--- config.mk ---
export PLATFORM = sky130hd
export DESIGN_NAME = ex_mem_stage
export DESIGN_NICKNAME = d
export VERILOG_FILES = /design/src/rtl/ex_mem_pkg.sv /design/src/rtl/pipe_skid_buf.sv /design/src/rtl/ex_mem_stage.sv
export SDC_FILE = /design/constraint.sdc
export NUM_CORES = 1
export LEC_CHECK = 0
export CAP_MARGIN = 20
export CORE_MARGIN = 2
export CORE_UTILIZATION = 35
export CTS_CLUSTER_DIAMETER = 150
export DETAILED_ROUTE_END_ITERATION = 12
export PLACE_DENSITY = 0.72
export SYNTH_ARGS = -nofsm -noshare
export SYNTH_HDL_FRONTEND = slang
export SYNTH_SLANG_ARGS = --single-unit
--- constraint.sdc ---
create_clock -name clk -period 1.97 [get_ports clk]
set_clock_uncertainty 0.05 [all_clocks]
set_input_delay 0.2955 -clock clk [delete_from_list [all_inputs] [get_ports clk]]
set_output_delay 0.2955 -clock clk [all_outputs]
set_load 0.02 [all_outputs]
--- src/rtl/ex_mem_pkg.sv ---
// ex_mem_pkg: shared types and helpers for the EX->MEM pipeline stage.
// The payload struct is declared at the default core widths; wider cores pack
// the same field order through payload_w() and a plain concatenation.
package ex_mem_pkg;

  localparam int DATA_W_DEF = 8;
  localparam int ADDR_W_DEF = 6;

  // Field order (MSB first) is the packing order used by ex_mem_stage.
  typedef struct packed {
    logic                  halted;
    logic                  data_rw;
    logic                  mem_write;
    logic [DATA_W_DEF-1:0] alu_output;
    logic [ADDR_W_DEF-1:0] write_addr;
  } ex_mem_payload_t;

  localparam int PAYLOAD_W = $bits(ex_mem_payload_t);

  function automatic int payload_w(input int data_w, input int addr_w);
    return 3 + data_w + addr_w;
  endfunction

endpackage

--- src/rtl/pipe_skid_buf.sv ---
// pipe_skid_buf: generic valid/ready pipeline register with optional skid entry.
//   clk, rst_n      clock / async active-low reset
//   flush_i         squash all held entries (wins over any transfer)
//   in_valid_i      upstream valid
//   in_ready_o      upstream ready (registered when SKID_EN = 1)
//   in_data_i       upstream payload
//   out_valid_o     downstream valid (main entry)
//   out_ready_i     downstream ready
//   out_data_o      downstream payload (ungated, main entry)
//   occupancy_o     entries held (0..2)
module pipe_skid_buf #(
  parameter int WIDTH   = 8,
  parameter int SKID_EN = 1
) (
  input  logic             clk,
  input  logic             rst_n,
  input  logic             flush_i,
  input  logic             in_valid_i,
  output logic             in_ready_o,
  input  logic [WIDTH-1:0] in_data_i,
  output logic             out_valid_o,
  input  logic             out_ready_i,
  output logic [WIDTH-1:0] out_data_o,
  output logic [1:0]       occupancy_o
);

  logic             main_valid_q, main_valid_d;
  logic [WIDTH-1:0] main_q, main_d;
  logic             accept;
  logic             drain;

  assign accept      = in_valid_i & in_ready_o;
  assign drain       = main_valid_q & out_ready_i;
  assign out_valid_o = main_valid_q;
  assign out_data_o  = main_q;

  always_ff @(posedge clk or negedge rst_n) begin
    if (!rst_n) begin
      main_valid_q <= 1'b0;
      main_q       <= '0;
    end else begin
      main_valid_q <= main_valid_d;
      main_q       <= main_d;
    end
  end

  if (SKID_EN != 0) begin : g_skid
    logic             skid_valid_q, skid_valid_d;
    logic [WIDTH-1:0] skid_q, skid_d;

    // Ready depends only on registered state, breaking the out_ready path.
    assign in_ready_o  = ~skid_valid_q;
    assign occupancy_o = {1'b0, main_valid_q} + {1'b0, skid_valid_q};

    always_comb begin
      main_valid_d = main_valid_q;
      main_d       = main_q;
      skid_valid_d = skid_valid_q;
      skid_d       = skid_q;
      if (flush_i) begin
        main_valid_d = 1'b0;
        skid_valid_d = 1'b0;
      end else begin
        case ({main_valid_q, skid_valid_q})
          2'b00: begin
            if (accept) begin
              main_valid_d = 1'b1;
              main_d       = in_data_i;
            end
          end
          2'b10: begin
            if (drain && accept) begin
              main_d = in_data_i;
            end else if (drain) begin
              main_valid_d = 1'b0;
            end else if (accept) begin
              skid_valid_d = 1'b1;
              skid_d       = in_data_i;
            end
          end
          2'b11: begin
            // No accept possible here: in_ready is low while skid holds data.
            if (drain) begin
              main_d       = skid_q;
              skid_valid_d = 1'b0;
            end
          end
          default: begin
          end
        endcase
      end
    end

    always_ff @(posedge clk or negedge rst_n) begin
      if (!rst_n) begin
        skid_valid_q <= 1'b0;
        skid_q       <= '0;
      end else begin
        skid_valid_q <= skid_valid_d;
        skid_q       <= skid_d;
      end
    end
  end else begin : g_single
    assign in_ready_o  = ~main_valid_q | out_ready_i;
    assign occupancy_o = {1'b0, main_valid_q};

    always_comb begin
      main_valid_d = main_valid_q;
      main_d       = main_q;
      if (flush_i) begin
        main_valid_d = 1'b0;
      end else if (accept) begin
        main_valid_d = 1'b1;
        main_d       = in_data_i;
      end else if (drain) begin
        main_valid_d = 1'b0;
      end
    end
  end

endmodule

--- src/rtl/ex_mem_stage.sv ---
// ex_mem_stage: EX->MEM pipeline stage with valid/ready handshake, skid
// buffer, flush and sticky halt tracking.
//   clk, rst_n                      clock / async active-low reset
//   in_valid, in_ready              upstream handshake
//   in_halted, in_data_rw,
//   in_mem_write, in_alu_output,
//   in_write_addr                   upstream payload
//   flush                           squash held entries, clear halt_seen
//   out_valid, out_ready            downstream handshake
//   out_*                           payload, forced to 0 while out_valid = 0
//   halt_seen                       sticky: an unflushed HALT was accepted
//   occupancy                       entries held (0..2)
module ex_mem_stage
  import ex_mem_pkg::*;
#(
  parameter int DATA_W  = 8,
  parameter int ADDR_W  = 6,
  parameter int SKID_EN = 1
) (
  input  logic              clk,
  input  logic              rst_n,
  input  logic              in_valid,
  output logic              in_ready,
  input  logic              in_halted,
  input  logic              in_data_rw,
  input  logic              in_mem_write,
  input  logic [DATA_W-1:0] in_alu_output,
  input  logic [ADDR_W-1:0] in_write_addr,
  input  logic              flush,
  output logic              out_valid,
  input  logic              out_ready,
  output logic              out_halted,
  output logic              out_data_rw,
  output logic              out_mem_write,
  output logic [DATA_W-1:0] out_alu_output,
  output logic [ADDR_W-1:0] out_write_addr,
  output logic              halt_seen,
  output logic [1:0]        occupancy
);

  localparam int PW = payload_w(DATA_W, ADDR_W);

  logic          halt_seen_q, halt_seen_d;
  logic          buf_in_ready;
  logic          buf_out_valid;
  logic          accept;
  logic [PW-1:0] in_pl;
  logic [PW-1:0] out_pl;

  logic              pl_halted;
  logic              pl_data_rw;
  logic              pl_mem_write;
  logic [DATA_W-1:0] pl_alu_output;
  logic [ADDR_W-1:0] pl_write_addr;

  assign in_ready = buf_in_ready & ~halt_seen_q;
  assign accept   = in_valid & in_ready;

  assign in_pl = {in_halted, in_data_rw, in_mem_write, in_alu_output, in_write_addr};

  pipe_skid_buf #(
    .WIDTH   (PW),
    .SKID_EN (SKID_EN)
  ) u_buf (
    .clk         (clk),
    .rst_n       (rst_n),
    .flush_i     (flush),
    // Halt blocks entry here so the buffer never sees an accept we refuse.
    .in_valid_i  (in_valid & ~halt_seen_q),
    .in_ready_o  (buf_in_ready),
    .in_data_i   (in_pl),
    .out_valid_o (buf_out_valid),
    .out_ready_i (out_ready),
    .out_data_o  (out_pl),
    .occupancy_o (occupancy)
  );

  always_comb begin
    halt_seen_d = halt_seen_q;
    if (flush) begin
      halt_seen_d = 1'b0;
    end else if (accept && in_halted) begin
      halt_seen_d = 1'b1;
    end
  end

  always_ff @(posedge clk or negedge rst_n) begin
    if (!rst_n) begin
      halt_seen_q <= 1'b0;
    end else begin
      halt_seen_q <= halt_seen_d;
    end
  end

  assign {pl_halted, pl_data_rw, pl_mem_write, pl_alu_output, pl_write_addr} = out_pl;

  // Stale payload left behind by flush or drain stays invisible downstream.
  assign out_valid      = buf_out_valid;
  assign out_halted     = buf_out_valid & pl_halted;
  assign out_data_rw    = buf_out_valid & pl_data_rw;
  assign out_mem_write  = buf_out_valid & pl_mem_write;
  assign out_alu_output = buf_out_valid ? pl_alu_output : '0;
  assign out_write_addr = buf_out_valid ? pl_write_addr : '0;
  assign halt_seen      = halt_seen_q;

endmodule

==> impl_results.rst <==
.. list-table::
   :header-rows: 1

   * - Metric
     - Value
   * - Kind of end point of the critical path
     - output pin
   * - Drt first pass iters
     - 4
   * - Last element of the critical path
     - out_valid
   * - Longest individual stage delay on the worst path
     - 0.62 ns
   * - Reported leakage power
     - 1.41 nW
   * - Clock slew seen by the registers of the worst setup and hold paths
     - 0.09 ns
   * - Finished Layout Cells
     - 262
   * - Worst Path Buf+Inv
     - 2
   * - Largest net degree at the start of global routing
     - 38
   * - Net count of the mapped netlist
     - 162
   * - Layout overhead on the synthesized area
     - 40.2%
   * - Via count
     - 1,223
   * - Clock Tree Root
     - sky130_fd_sc_hd__clkbuf_8
   * - Hold Fails Final Rpt
     - 13
   * - First-pass GRT wire length
     - 6560 um
   * - Number of fill cells
     - 486
   * - Initial antenna violation count
     - 0
   * - Number of clock buffers inserted by TritonCTS
     - 5
   * - RSZ-0062 raised after global routing
     - false
   * - Min-delay worst type
     - primary input to asynchronous set/reset pin
   * - RD Place Congestion
     - 0.801
   * - Count of nets left with antenna violations after detail routing
     - 0
   * - Via count of the first global-routing pass
     - 1,307
   * - Worst Setup SP
     - u_buf.out_valid_o
   * - Slew headroom
     - 68.5%
   * - Cell with the largest stage delay on the worst path
     - sky130_fd_sc_hd__clkdlybuf4s50_1
   * - Cell count along the critical path
     - 2
   * - Average vias per placed instance
     - 4.67
   * - Transition time at the pin with the least slew margin
     - 0.472 ns
   * - Most frequent standard cell in the layout excluding fill and tap cells
     - sky130_fd_sc_hd__mux2_2
   * - Count of pins over their slew limit
     - 0
   * - Total congestion overflow after global routing
     - 0
   * - Power per Cell Area
     - 1220 nW/um^2
   * - Crit path launch type
     - flip-flop
   * - Number of levels in the clock H-tree
     - 2
   * - DP Wirelength
     - 2710 um
   * - Run status
     - finished, violations left
   * - Maxcap violations
     - 0
   * - Number of DRC violations after detailed routing
     - 0
   * - Clock insertion delay at the later pin of the skew report
     - 0.28 ns
   * - Fraction of layout cells with a size suffix above 1
     - 41.1%
   * - Clock Sinks
     - 37
   * - Count of cell types in the netlist
     - 23
   * - Max Fclk
     - 551 MHz
   * - CTS tree
     - built
   * - DP Cell Count
     - 254
   * - Number of buffers between clock root and the deepest sink
     - 2
   * - Number of top-level pins
     - 44
   * - Effective utilization at floorplan
     - 36.5%
   * - Kind of critical path
     - flip-flop to output pin
   * - Nets
     - 217
   * - # rows
     - 26
   * - Final wirelength
     - 3890 um
   * - GR Util All Layers
     - 14.3%
   * - Overall die width
     - 77.2 um
   * - Register-to-register setup slack
     - 0.15 ns
   * - Finish-stage setup viols
     - 0
   * - Arrival time of data at the critical path endpoint
     - 1.47 ns
   * - Die Ht
     - 77.2 um
   * - Mapped Avg Cell Area
     - 13.8 sq um
   * - Die Outline Area
     - 5960 sq um
   * - Max FO, Critical Path
     - 10
   * - Wire length per cell
     - 14.8 um
   * - Worst supply voltage drop on vdd
     - 0.599 mV
   * - Syn Inst Count
     - 136
   * - Diodes inserted
     - 0
   * - Final-layout worst hold slack
     - -0.0157 ns
   * - Final min period
     - 1.82 ns
   * - Post CTS Setup Buffer Count
     - 0
   * - Sequential share of the synthesized area
     - 49.4%
   * - Endpoint of the worst register-to-register path
     - u_buf.out_data_o[11]
   * - Number of warning messages in the yosys log
     - 0
   * - Violated checks
     - negative hold slack
   * - Cell-by-cell listing of the critical path
     - buf_4 > clkdlybuf4s50_1
   * - Flip-flop and latch count after synthesis
     - 37
   * - Port Buffers
     - 43
   * - DRT iter0 DRCs
     - 53
   * - Worst Reg-to-Reg Cells
     - 5
   * - Quantity of hold-fixing buffers added after cts
     - 0
   * - Netlist area before placement
     - 1870 sq um
   * - Gate family responsible for the most delay along the worst path
     - buffers and inverters
   * - Final TNS setup
     - 0 ns
   * - Final period utilization
     - 92.1%
   * - Source of the worst register-to-register timing path
     - u_buf.g_skid.skid_valid_q
   * - Most used cells in the layout excluding fill and tap cells
     - sky130_fd_sc_hd__mux2_2 (41), sky130_fd_sc_hd__dfrtp_1 (35), sky130_fd_sc_hd__clkdlybuf4s50_1 (23)
   * - Floorplan core area
     - 5140 sq um
   * - Critical Path RT
     - 1.62 ns
cell type report:
cell class / count / area [sq um] / share of cell area [%]
clock buffers: 5 / 68.8 / 2.62
inverters: 2 / 7.51 / 0.286
clock inverters: 3 / 68.8 / 2.62
well taps: 70 / 87.6 / 3.33
flip-flops and latches: 37 / 928 / 35.3
multi-input cells: 91 / 910 / 34.6
repair buffers: 54 / 557 / 21.2
sequential cells by signal, summed over array words and instances, names as in the netlist:
| signal | flops |
|---|---|
| u_buf.out_valid_o | 1 |
| u_buf.g_skid.skid_q | 17 |
| u_buf.g_skid.skid_valid_q | 1 |
| halt_seen | 1 |
| u_buf.out_data_o | 17 |
through the flow:
step / cell area [sq um] / worst slack [ns] / hold slack [ns] / util [%] / total power [mW]
floorplan: 1890 / 0.0271 / -0.0501 / - / 2.04
detailed placement: 2450 / -0.126 / 0.323 / 47.7 / 2.46
global placement: 2450 / -0.123 / 0.324 / 47.7 / 2.42
global route: 2630 / 0.0907 / 0.0183 / 51.1 / 3.42
CTS: 2590 / 0.00135 / 0.00212 / 50.3 / 3.26
finish: 2630 / 0.155 / -0.0157 / 51.1 / 3.21
cell usage after synthesis, drive strengths merged:
| library cell | instances | share of area (%) |
|---|---|---|
| or3b | 1 | 0.60 |
| inv | 2 | 0.40 |
| a211o | 1 | 0.47 |
| nand2b | 1 | 0.33 |
| clkbuf | 2 | 0.40 |
| nor3b | 1 | 0.40 |
| nand2 | 4 | 0.80 |
| and2 | 17 | 5.7 |
| o21ai | 3 | 1.0 |
| dfrtp | 37 | 49 |
| mux2 | 51 | 33 |
| ha | 4 | 2.7 |
| nand3 | 1 | 0.93 |
| a211oi | 1 | 0.40 |
| nor2 | 2 | 0.40 |
| nand4b | 1 | 0.80 |
| buf | 4 | 1.7 |
| a21oi | 2 | 0.53 |
| a221oi | 1 | 0.47 |
report_power, final:
group          internal, mW  switching, mW  total, mW
Combinational         0.677          0.444       1.12
Clock                 0.510          0.291      0.801
Sequential             1.11          0.181       1.29
per-layer routing:
| metal | track usage (%) | vias up | share of wire, % |
|---|---|---|---|
| li1 | - | 583 | - |
| met1 | 19.0 | 607 | 46 |
| met2 | 22.3 | 31 | 49 |
| met3 | 4.24 | 2 | 4.5 |
| met4 | 4.82 | 0 | 0.80 |
| met5 | 0 | - | 0 |
what timing repair did:
action,CTS,global route
setup endpoints to repair,4,16
endpoints found under the hold margin,0,0
gates resized for setup,4,16
pin swaps,0,0
worst reg2reg max path: stages, from the launching register on:
cell                      delay [ns]
sky130_fd_sc_hd__dfrtp_2        0.46
sky130_fd_sc_hd__or3b_4         0.43
sky130_fd_sc_hd__o21ai_2        0.19
sky130_fd_sc_hd__nand3_4        0.09
sky130_fd_sc_hd__buf_4          0.18
sky130_fd_sc_hd__mux2_4         0.30
cells by family (layout without fill, tap and decap cells):
kind of cell               after synthesis  count (layout)  synth area share (%)
DFF                                     37              37                  49.4
AOI/OAI and AO/OA                        8               8                  2.87
buffers and inverters                    8              64                  2.47
and+or+nand+nor                         28              28                  9.95
adders and majority gates                4               4                  2.67
muxes                                   51              51                  32.6
worst min-delay path by stage:
stage / endpoint / slack, ns / depth (start not counted)
after floorplan: halt_seen / -0.05 / 0
after global placement: u_buf.g_skid.skid_q[12] / 0.32 / 2
after detailed placement: u_buf.g_skid.skid_q[12] / 0.32 / 2
after CTS: u_buf.g_skid.skid_q[12] / 0.002 / 2
after global routing: u_buf.g_skid.skid_q[12] / 0.02 / 2
final: u_buf.g_skid.skid_q[15] / -0.02 / 2
Power figures use the tool's default switching activity.
